==> src/rtl/jogo_pkg.sv <==
// Shared state encodings for the round-based memory-sequence game.
// The datapath and the 7-segment debug decoder decode the same codes.
package jogo_pkg;

    typedef enum logic [3:0] {
        ST_INICIAL        = 4'h0,
        ST_PREPARACAO     = 4'h1,
        ST_INICIA_RODADA  = 4'h2,
        ST_ESPERA         = 4'h3,
        ST_REGISTRA       = 4'h4,
        ST_COMPARACAO     = 4'h5,
        ST_PROXIMA_JOGADA = 4'h6,
        ST_PROXIMA_RODADA = 4'h7,
        ST_FIM_ACERTO     = 4'hA,
        ST_FIM_TIMEOUT    = 4'hD,
        ST_FIM_ERRO       = 4'hE
    } estado_t;

    localparam logic [3:0] DB_ILEGAL = 4'hF;

endpackage

==> src/rtl/jogo_unidade_controle_rodadas_if.sv <==
// Control/status bundle between the round controller (master) and the game datapath (slave).
interface jogo_unidade_controle_rodadas_if #(
    parameter int N_RODADAS = 16
);
    localparam int RODADA_W = $clog2(N_RODADAS);

    logic                iniciar;
    logic                jogada;
    logic                igual;
    logic                fimE;
    logic                modo_timeout;
    logic                zeraE;
    logic                contaE;
    logic                zeraR;
    logic                registraR;
    logic [RODADA_W-1:0] rodada;
    logic                acertou;
    logic                errou;
    logic                timeout;
    logic                pronto;
    logic [3:0]          db_estado;

    modport master (
        input  iniciar, jogada, igual, fimE, modo_timeout,
        output zeraE, contaE, zeraR, registraR, rodada,
        output acertou, errou, timeout, pronto, db_estado
    );

    modport slave (
        output iniciar, jogada, igual, fimE, modo_timeout,
        input  zeraE, contaE, zeraR, registraR, rodada,
        input  acertou, errou, timeout, pronto, db_estado
    );
endinterface

==> src/rtl/contador_timeout.sv <==
// Loadable down counter for the per-move timeout; stops at zero.
module contador_timeout #(
    parameter int W = 13
) (
    input  logic         clock,
    input  logic         reset,
    input  logic         carrega,
    input  logic         conta,
    input  logic [W-1:0] valor,
    output logic         zero
);
    logic [W-1:0] cnt_q, cnt_d;

    always_comb begin
        cnt_d = cnt_q;
        if (carrega) begin
            cnt_d = valor;
        end else if (conta && (cnt_q != '0)) begin
            cnt_d = cnt_q - 1'b1;
        end
    end

    always_ff @(posedge clock or posedge reset) begin
        if (reset) begin
            cnt_q <= '0;
        end else begin
            cnt_q <= cnt_d;
        end
    end

    assign zero = (cnt_q == '0);
endmodule

==> src/rtl/jogo_unidade_controle_rodadas.sv <==
// Moore control unit for the progressive-round memory game, with optional per-move timeout.
//   state          | meaning
//   inicial        | idle after reset, waiting for iniciar
//   preparacao     | round counter cleared, timeout mode latched
//   inicia_rodada  | address counter cleared, timer loaded
//   espera         | waiting for a move, timer running if enabled
//   registra       | move register loads the player's move
//   comparacao     | move checked against memory
//   proxima_jogada | address advances, timer reloaded
//   proxima_rodada | round counter advances
//   fim_*          | game over (won / timeout / wrong), holds until iniciar
module jogo_unidade_controle_rodadas
    import jogo_pkg::*;
#(
    parameter int N_RODADAS      = 16,
    parameter int TIMEOUT_CICLOS = 5000
) (
    input logic clock,
    input logic reset,
    jogo_unidade_controle_rodadas_if.master bus
);
    localparam int RODADA_W = $clog2(N_RODADAS);
    localparam int TIMER_W  = $clog2(TIMEOUT_CICLOS);
    localparam logic [RODADA_W-1:0] ULTIMA_RODADA = RODADA_W'(N_RODADAS - 1);
    localparam logic [TIMER_W-1:0]  CARGA_TIMER   = TIMER_W'(TIMEOUT_CICLOS - 1);

    estado_t             estado_q, estado_d;
    logic [RODADA_W-1:0] rodada_q, rodada_d;
    logic                modo_q, modo_d;
    logic                timer_carrega, timer_conta, timer_zero;

    contador_timeout #(.W(TIMER_W)) u_timer (
        .clock   (clock),
        .reset   (reset),
        .carrega (timer_carrega),
        .conta   (timer_conta),
        .valor   (CARGA_TIMER),
        .zero    (timer_zero)
    );

    always_ff @(posedge clock or posedge reset) begin
        if (reset) begin
            estado_q <= ST_INICIAL;
            rodada_q <= '0;
            modo_q   <= 1'b0;
        end else begin
            estado_q <= estado_d;
            rodada_q <= rodada_d;
            modo_q   <= modo_d;
        end
    end

    always_comb begin
        estado_d      = estado_q;
        rodada_d      = rodada_q;
        modo_d        = modo_q;
        timer_carrega = 1'b0;
        timer_conta   = 1'b0;
        case (estado_q)
            ST_INICIAL:        if (bus.iniciar) estado_d = ST_PREPARACAO;
            ST_PREPARACAO: begin
                estado_d = ST_INICIA_RODADA;
                modo_d   = bus.modo_timeout;
            end
            ST_INICIA_RODADA: begin
                estado_d      = ST_ESPERA;
                timer_carrega = 1'b1;
            end
            ST_ESPERA: begin
                // a move in the expiry cycle still counts
                if (bus.jogada)                 estado_d = ST_REGISTRA;
                else if (modo_q && timer_zero)  estado_d = ST_FIM_TIMEOUT;
                else                            timer_conta = modo_q;
            end
            ST_REGISTRA:       estado_d = ST_COMPARACAO;
            ST_COMPARACAO: begin
                if (!bus.igual)                    estado_d = ST_FIM_ERRO;
                else if (!bus.fimE)                estado_d = ST_PROXIMA_JOGADA;
                else if (rodada_q == ULTIMA_RODADA) estado_d = ST_FIM_ACERTO;
                else                               estado_d = ST_PROXIMA_RODADA;
            end
            ST_PROXIMA_JOGADA: begin
                estado_d      = ST_ESPERA;
                timer_carrega = 1'b1;
            end
            ST_PROXIMA_RODADA: begin
                estado_d = ST_INICIA_RODADA;
                rodada_d = rodada_q + 1'b1;
            end
            ST_FIM_ACERTO, ST_FIM_TIMEOUT, ST_FIM_ERRO:
                if (bus.iniciar) estado_d = ST_PREPARACAO;
            default:           estado_d = ST_INICIAL;
        endcase
        // clearing on entry makes the new game's round 0 visible already in preparacao
        if ((estado_d == ST_PREPARACAO) && (estado_q != ST_PREPARACAO)) begin
            rodada_d = '0;
        end
    end

    always_comb begin
        bus.zeraE     = 1'b0;
        bus.contaE    = 1'b0;
        bus.zeraR     = 1'b0;
        bus.registraR = 1'b0;
        bus.acertou   = 1'b0;
        bus.errou     = 1'b0;
        bus.timeout   = 1'b0;
        bus.pronto    = 1'b0;
        bus.db_estado = 4'h0;
        bus.rodada    = '0;
        // everything reads 0 while reset is held, even the inicial clears
        if (!reset) begin
            bus.rodada    = rodada_q;
            bus.db_estado = estado_q;
            case (estado_q)
                ST_INICIAL, ST_PREPARACAO: begin
                    bus.zeraE = 1'b1;
                    bus.zeraR = 1'b1;
                end
                ST_INICIA_RODADA:  bus.zeraE     = 1'b1;
                ST_REGISTRA:       bus.registraR = 1'b1;
                ST_PROXIMA_JOGADA: bus.contaE    = 1'b1;
                ST_FIM_ACERTO: begin
                    bus.acertou = 1'b1;
                    bus.pronto  = 1'b1;
                end
                ST_FIM_TIMEOUT: begin
                    bus.timeout = 1'b1;
                    bus.pronto  = 1'b1;
                end
                ST_FIM_ERRO: begin
                    bus.errou  = 1'b1;
                    bus.pronto = 1'b1;
                end
                ST_ESPERA, ST_COMPARACAO, ST_PROXIMA_RODADA: ;
                default:           bus.db_estado = DB_ILEGAL;
            endcase
        end
    end
endmodule

==> src/flat_wrapper.sv <==
// flat-port wrapper written by rule: the top's interface ports become plain ports
module jogo_unidade_controle_rodadas_flat import jogo_pkg::*;
#(
    parameter int N_RODADAS      = 16,
    parameter int TIMEOUT_CICLOS = 5000
)
  (clock, reset, bus_iniciar, bus_jogada, bus_igual, bus_fimE, bus_modo_timeout, bus_zeraE, bus_contaE, bus_zeraR, bus_registraR, bus_rodada, bus_acertou, bus_errou, bus_timeout, bus_pronto, bus_db_estado);
  jogo_unidade_controle_rodadas_if #(.N_RODADAS(N_RODADAS)) bus_i ();
  input logic clock;
  input logic reset;
  input wire logic [$bits(bus_i.iniciar)-1:0] bus_iniciar;
  input wire logic [$bits(bus_i.jogada)-1:0] bus_jogada;
  input wire logic [$bits(bus_i.igual)-1:0] bus_igual;
  input wire logic [$bits(bus_i.fimE)-1:0] bus_fimE;
  input wire logic [$bits(bus_i.modo_timeout)-1:0] bus_modo_timeout;
  output wire logic [$bits(bus_i.zeraE)-1:0] bus_zeraE;
  output wire logic [$bits(bus_i.contaE)-1:0] bus_contaE;
  output wire logic [$bits(bus_i.zeraR)-1:0] bus_zeraR;
  output wire logic [$bits(bus_i.registraR)-1:0] bus_registraR;
  output wire logic [$bits(bus_i.rodada)-1:0] bus_rodada;
  output wire logic [$bits(bus_i.acertou)-1:0] bus_acertou;
  output wire logic [$bits(bus_i.errou)-1:0] bus_errou;
  output wire logic [$bits(bus_i.timeout)-1:0] bus_timeout;
  output wire logic [$bits(bus_i.pronto)-1:0] bus_pronto;
  output wire logic [$bits(bus_i.db_estado)-1:0] bus_db_estado;
  assign bus_i.iniciar = bus_iniciar;
  assign bus_i.jogada = bus_jogada;
  assign bus_i.igual = bus_igual;
  assign bus_i.fimE = bus_fimE;
  assign bus_i.modo_timeout = bus_modo_timeout;
  assign bus_zeraE = bus_i.zeraE;
  assign bus_contaE = bus_i.contaE;
  assign bus_zeraR = bus_i.zeraR;
  assign bus_registraR = bus_i.registraR;
  assign bus_rodada = bus_i.rodada;
  assign bus_acertou = bus_i.acertou;
  assign bus_errou = bus_i.errou;
  assign bus_timeout = bus_i.timeout;
  assign bus_pronto = bus_i.pronto;
  assign bus_db_estado = bus_i.db_estado;
  jogo_unidade_controle_rodadas #(.N_RODADAS(N_RODADAS), .TIMEOUT_CICLOS(TIMEOUT_CICLOS)) u_core (.clock(clock), .reset(reset), .bus(bus_i));
endmodule
==> config.mk <==
export PLATFORM = sky130hd
export DESIGN_NAME = jogo_unidade_controle_rodadas_flat
export DESIGN_NICKNAME = d
export VERILOG_FILES = /design/src/rtl/jogo_pkg.sv /design/src/rtl/jogo_unidade_controle_rodadas_if.sv /design/src/rtl/contador_timeout.sv /design/src/rtl/jogo_unidade_controle_rodadas.sv /design/src/flat_wrapper.sv
export SDC_FILE = /design/constraint.sdc
export NUM_CORES = 1
export LEC_CHECK = 0
export CAP_MARGIN = 20
export CORE_UTILIZATION = 40
export CTS_CLUSTER_DIAMETER = 120
export DETAILED_ROUTE_END_ITERATION = 10
export PLACE_DENSITY = 0.66
export SLEW_MARGIN = 25
export SYNTH_ARGS = -nofsm -noshare
export SYNTH_HDL_FRONTEND = slang
export SYNTH_SLANG_ARGS = --single-unit
==> constraint.sdc <==
create_clock -name clock -period 2.2 [get_ports clock]
set_input_delay 0.22 -clock clock [delete_from_list [all_inputs] [get_ports clock]]
set_output_delay 0.22 -clock clock [all_outputs]
set_load 0.02 [all_outputs]
# Yosys cells after proc, flatten, opt, wreduce, memory -nomap -nowiden

Index checks and enable logic that the tools add are counted.
Widths: inputs -> output; s select.

Input bits: 7
Output and inout bits: 16
Logic and storage cells: 68
Register bits: 22

Muxes and demuxes: 34
Equal/unequal tests: 13
Reduce and logical (&&, ||, !) cells: 15
Add/subtract/negate cells: 2

Operators with widths:

| cell                  | count |
|---|---|
| $mux 4                | 11 |
| $mux 13               | 2 |
| $pmux 4 s6            | 1 |
| $mux 1                | 20 |
| $eq 4x3->1 const B    | 4 |
| $eq 4x4->1 const B    | 4 |
| $logic_not 13->1      | 1 |
| $reduce_bool 13->1    | 1 |
| $sub 13x1->13 const B | 1 |
| $reduce_or 11->1      | 1 |
| $eq 4x1->1 const B    | 2 |
| $eq 4x2->1 const B    | 2 |
| $reduce_or 2->1       | 3 |
| $reduce_or 3->1       | 2 |
| $add 4x1->4 const B   | 1 |
| $logic_not 4->1       | 1 |
| $ne 4x1->1 const B    | 1 |
| $reduce_bool 2->1     | 2 |
| $reduce_or 4->1       | 1 |
| $logic_and 1x1->1     | 3 |

# Logic depth before layout (Yosys ltp)

Gate-level depths: netlist of the first run.

Word-level depth: 8
Depth in mapped cells: 7
Gate-level depth less buffers: 6

# By module

From an unflattened synthesis of the first run, not the netlist that was laid out.

Cell total of the unflattened synthesis: 182
Area total of the unflattened synthesis: 1692.9 um2

Modules (own cells, without submodules):

| module                        | cells an instance | area each (um2) | sequential area each (um2) | instances |
|---|---|---|---|---|
| contador_timeout              | 92                | 904.6           | 325.3                      | 1 |
| jogo_unidade_controle_rodadas | 90                | 788.3           | 225.2                      | 1 |

# Worst setup path after synthesis of the first run

OpenSTA, ideal clock, no wires.

Kind: input -> output
From: input port reset
To: output port bus_registraR
Arrival time: 1717 ps
Path buffers: 1
Stages on the path: 4
Slack: 263 ps
Data required time: 1980 ps
Cells stage by stage: clkbuf_1 -> inv_1 -> nand2_1 -> nor4_1

Word-level cells in the longest chain between the ends: 1

RTL lines:

| what            | RTL line                             | RTL |
|---|---|---|
| start, declared | flat_wrapper.sv:10                   | `input logic reset;` |
| $mux 1          | jogo_unidade_controle_rodadas.sv:112 | `if (!reset) begin` |
| end, declared   | flat_wrapper.sv:19                   | `output wire logic [$bits(bus_i.registraR)-1:0] bus_registraR;` |

Every way passes these cells.

# Final worst setup path of the first run

From: register u_core.estado_q[3]
To: output port bus_zeraE

Word-level cells in the longest chain between the ends: 4
Elaborated cells between the ends (all ways): 6
Classes of those cells: eq/ne (2); mux (2); reduce/logical (2)

RTL lines:

| what                                     | RTL line                             | RTL |
|---|---|---|
| start, declared                          | jogo_unidade_controle_rodadas.sv:27  | `estado_t estado_q, estado_d;` |
| start signal, assigned                   | jogo_unidade_controle_rodadas.sv:47  | `estado_q <= estado_d;` |
| $eq 4x1->1, or another cell as far along | jogo_unidade_controle_rodadas.sv:115 | `case (estado_q)` |
| $reduce_or 3->1 (no source line) (*)     | --                                   |  |
| $mux 1 (*)                               | jogo_unidade_controle_rodadas.sv:115 |  |
| $mux 1 (*)                               | jogo_unidade_controle_rodadas.sv:112 |  |
| end, declared                            | flat_wrapper.sv:16                   | `output wire logic [$bits(bus_i.zeraE)-1:0] bus_zeraE;` |

Every way passes the cells marked *; elsewhere a longest branch is shown, timed or not.

==> results of run 1 <==
[final cells by class]
class / count / share of cell area (%)
flip-flops and latches: 22 / 28.8
clock buffers: 3 / 2.16
inverters: 7 / 1.37
repair buffers: 33 / 16.0
multi-input cells: 138 / 47.0
clock inverters: 1 / 1.57
well taps: 48 / 3.14
[power groups by stage]
stage	Combinational [mW]	Sequential (mW)	Clock, mW
after floorplan	0.660	0.556	0
after global placement	0.928	0.576	0
after detailed placement	0.965	0.584	0
after CTS	0.969	0.575	0.391
after global routing	1.07	0.595	0.401
final	0.968	0.577	0.377
[synth_stat cells, drive strengths merged]
library cell	instances	area, um^2
dfrtp	22	551
nand2	16	60.1
nor2	15	56.3
clkbuf	12	46.3
nor4	10	62.6
mux2i	9	90.1
nand2b	8	50.1
a21oi	7	35.0
inv	7	26.3
nand3	6	30.0
nor2b	6	37.5
or4	6	50.1
o31ai	5	37.5
a41oi	4	35.0
nor3	4	20.0
nor4b	4	35.0
o21ai	4	20.0
or2	4	25.0
and2	3	18.8
ha	3	37.5
or3	3	20.0
a211oi	2	15.0
and3	2	12.5
buf	2	10.0
nand3b	2	15.0
nand4	2	12.5
xor2	2	17.5
a211o	1	8.76
a22o	1	8.76
a311oi	1	8.76
a31oi	1	6.26
and3b	1	8.76
and4b	1	10.0
mux2	1	11.3
o2111ai	1	8.76
o311ai	1	8.76
o32a	1	10.0
xnor2	1	8.76
[worst paths after layout]
check                                                 to  slack (ps)  depth (start not counted)
worst min register to register   u_core.u_timer.cnt_q[4]         510                          1
worst max-delay path                           bus_zeraE         110                          4
max in group asynchronous                  u_core.modo_q        1550                          3
min in group clock               u_core.u_timer.cnt_q[4]         510                          1
worst min-delay path                  u_core.estado_q[1]         430                          3
worst max register to register  u_core.u_timer.cnt_q[10]         110                          4
[per-layer routing]
layer	share of wire, %	wire length, um	global-route usage, %	vias to the layer above
met2	49	1760	32.8	18
met5	0	0	0	-
li1	-	-	-	713
met3	2.6	93	3.39	2
met1	48	1700	26.2	694
met4	0.28	10	3.41	0
[worst max-delay path: cells and delay by family (launching register included)]
kind                   cells  cell delay [ps]
buffers and inverters      2              830
and+or+nand+nor            2              320
DFF                        1              450
[state kept, by name (all words and copies together), names as in the netlist]
name	cells
u_core.u_timer.cnt_q	13
u_core.rodada_q	4
u_core.modo_q	1
u_core.estado_q	4
[kinds of logic after synthesis]
logic type,count (synthesis)
xor+xnor,3
simple gates,93
mux,10
buf+inv,21
compound gates,29
flops,22
fa+ha+maj,3
[per-stage QoR]
step / util (%) / worst slack, ps / area [um^2] / hold slack, ps
CTS: 52.0 / 86.1 / 1900 / 436
global route: 52.2 / 3.52 / 1910 / 500
detailed placement: 50.0 / 22.6 / 1830 / 502
global placement: 50.0 / 91.4 / 1830 / 489
finish: 52.2 / 107 / 1910 / 428
floorplan: - / 263 / 1530 / 370
[repair_timing]
item | 4_1_cts | 5_1_grt
buffers inserted | 0 | 0
gates resized for setup | 0 | 2
setup endpoints to repair | 0 | 2
==> impl_results.md, run 1 <==
- Worst rel slew slack: between 50% and 60%
- Clock Power Share: 19.6%
- Crit path time final: 2090 ps
- PwrDens: between 1000 and 1500 nW/um^2
- Post-Synth Simple-Gate Area: 34.4%
- Max-slew violations: 0
- Remaining DRCs: 0
- Clk Latency, worst-skew pair: 260 ps
- GRT Residual Overflow: 0
- Drt first pass iters: 4
- Max incr delay on CP: 610 ps
- Dpl cells: roughly 250
- Max FO, Critical Path: 18
- Core ar.: 3660 um^2
- Psw: approximately 780 uW
- Avg Cell Area, Syn: approximately 8.4 um^2
- Post-synthesis mux area share: approximately 6.6%
- Worst Path Required: a little under 2000 ps
- Largest net degree at the start of global routing: 23
- Die width: roughly 64 um
- Initial antenna violation count: 0
- Initial core utilization: 41.7%
- Commonest non-fill, non-tap cells in the layout: dfrtp_1, clkdlybuf4s50_1, nand2_1
- Most common cell after layout, fill and taps aside: dfrtp_1
- CTS tree: built
- Peak VDD IR: between 0.5 and 0.6 mV
- Dpl hpwl: about 2700 um
- Clk buf depth: 2
- Multi-input gate area: 898 um^2
- RSZ-0062 raised after global routing: false
- Sequential Power Share: 30.0%
- CTS root buffer: clkbuf_8
- Part of the power in combinational logic: between 50% and 60%
- # diodes: 0
- CTS buffer count: 3
- Fin crit share: 95.1%
- DRT iter0 DRCs: 82
- Crit path launch: u_core.estado_q[3]
- Status: finished clean
- Final net count: roughly 220
- Non-filler cells, final: about 250
- DR WL/cell: between 10 and 15 um
- Critical-path top delay cell: clkdlybuf4s50_1
- Number of global-route vias before repair: between 1k and 1.5k
- Final hold violations: 0
- Critical path class: flop to output pin
- Seq/Total Area, Yosys: about 36%
- Vias: between 1k and 1.5k
- Switch share: about two fifths
- Total power: ~1.9 mW
- Arrival @ worst endpoint: around 1900 ps
- Final wirelength: roughly 3600 um
- Post-Syn Area: 1530 um^2
- Register area: between 500 and 600 um^2
- Worst Skew: about 1.8 ps
- Layout cell share with drive strength beyond 1: a little under an eighth
- IO Pins: 23
- Synth Area in Adders: about 2.5%
- Via density: 5.66
- Max-cap violations: 0
- Post-synthesis cell count: 181
- Final setup viols: 0
- Clk sink count: 22
- H-tree Lvls: 1
- F_max: around 0.48 GHz
- Worst setup SP type: flop
- Setup crit end kind: output pin
- Setup TNS: 0 ps
- Yosys reg bits: 22
- Area Overhead vs Synth: 25.3%
- Hold buffer count at cts: 0
- Gp weighted congestion: between 0.8 and 0.9
- Xor/xnor share of the synthesized area: between 1.5 and 2%
- CP Cell Sequence: buf_4, nor2_1, and3_1, clkdlybuf4s50_1
- Compound-Gate Fraction of Synth Area: a little over an eighth
- Power Internal: approximately 1.1 mW
- Syn_nets: between 150 and 200
- R2r startpoint: u_core.u_timer.cnt_q[2]
- Fillers: roughly 350
- Leakage: 0.755 nW
- I/O Buffers: 22
- Slew @ Worst Pin: roughly 660 ps
- Main combinational cell family by area after synthesis: simple AND/OR/NAND/NOR gates
- Hold crit path type: primary input to async pin
- Reg clk slew, reported paths: ~80 ps
- Rows: 22
- Die area: roughly 4000 um^2
- GRT Overall Usage: 19.5%
- ANT nets after route: 0
- Die height: between 60 and 70 um
- Synth cell types: 43
- YS warnings: 0
- First-pass GRT wire length: between 6000 and 7000 um
(Power assumes the default switching activity.)
==> inputs of run 2 (changes only) <==
--- a/config.mk
+++ b/config.mk
@@ -5,7 +5,6 @@
 export SDC_FILE = /design/constraint.sdc
 export NUM_CORES = 1
 export LEC_CHECK = 0
-export CAP_MARGIN = 20
 export CORE_UTILIZATION = 40
 export CTS_CLUSTER_DIAMETER = 120
 export DETAILED_ROUTE_END_ITERATION = 10
==> results of run 2 <==
Same layout as run 1: the final DEF is identical, and so are final timing and power.
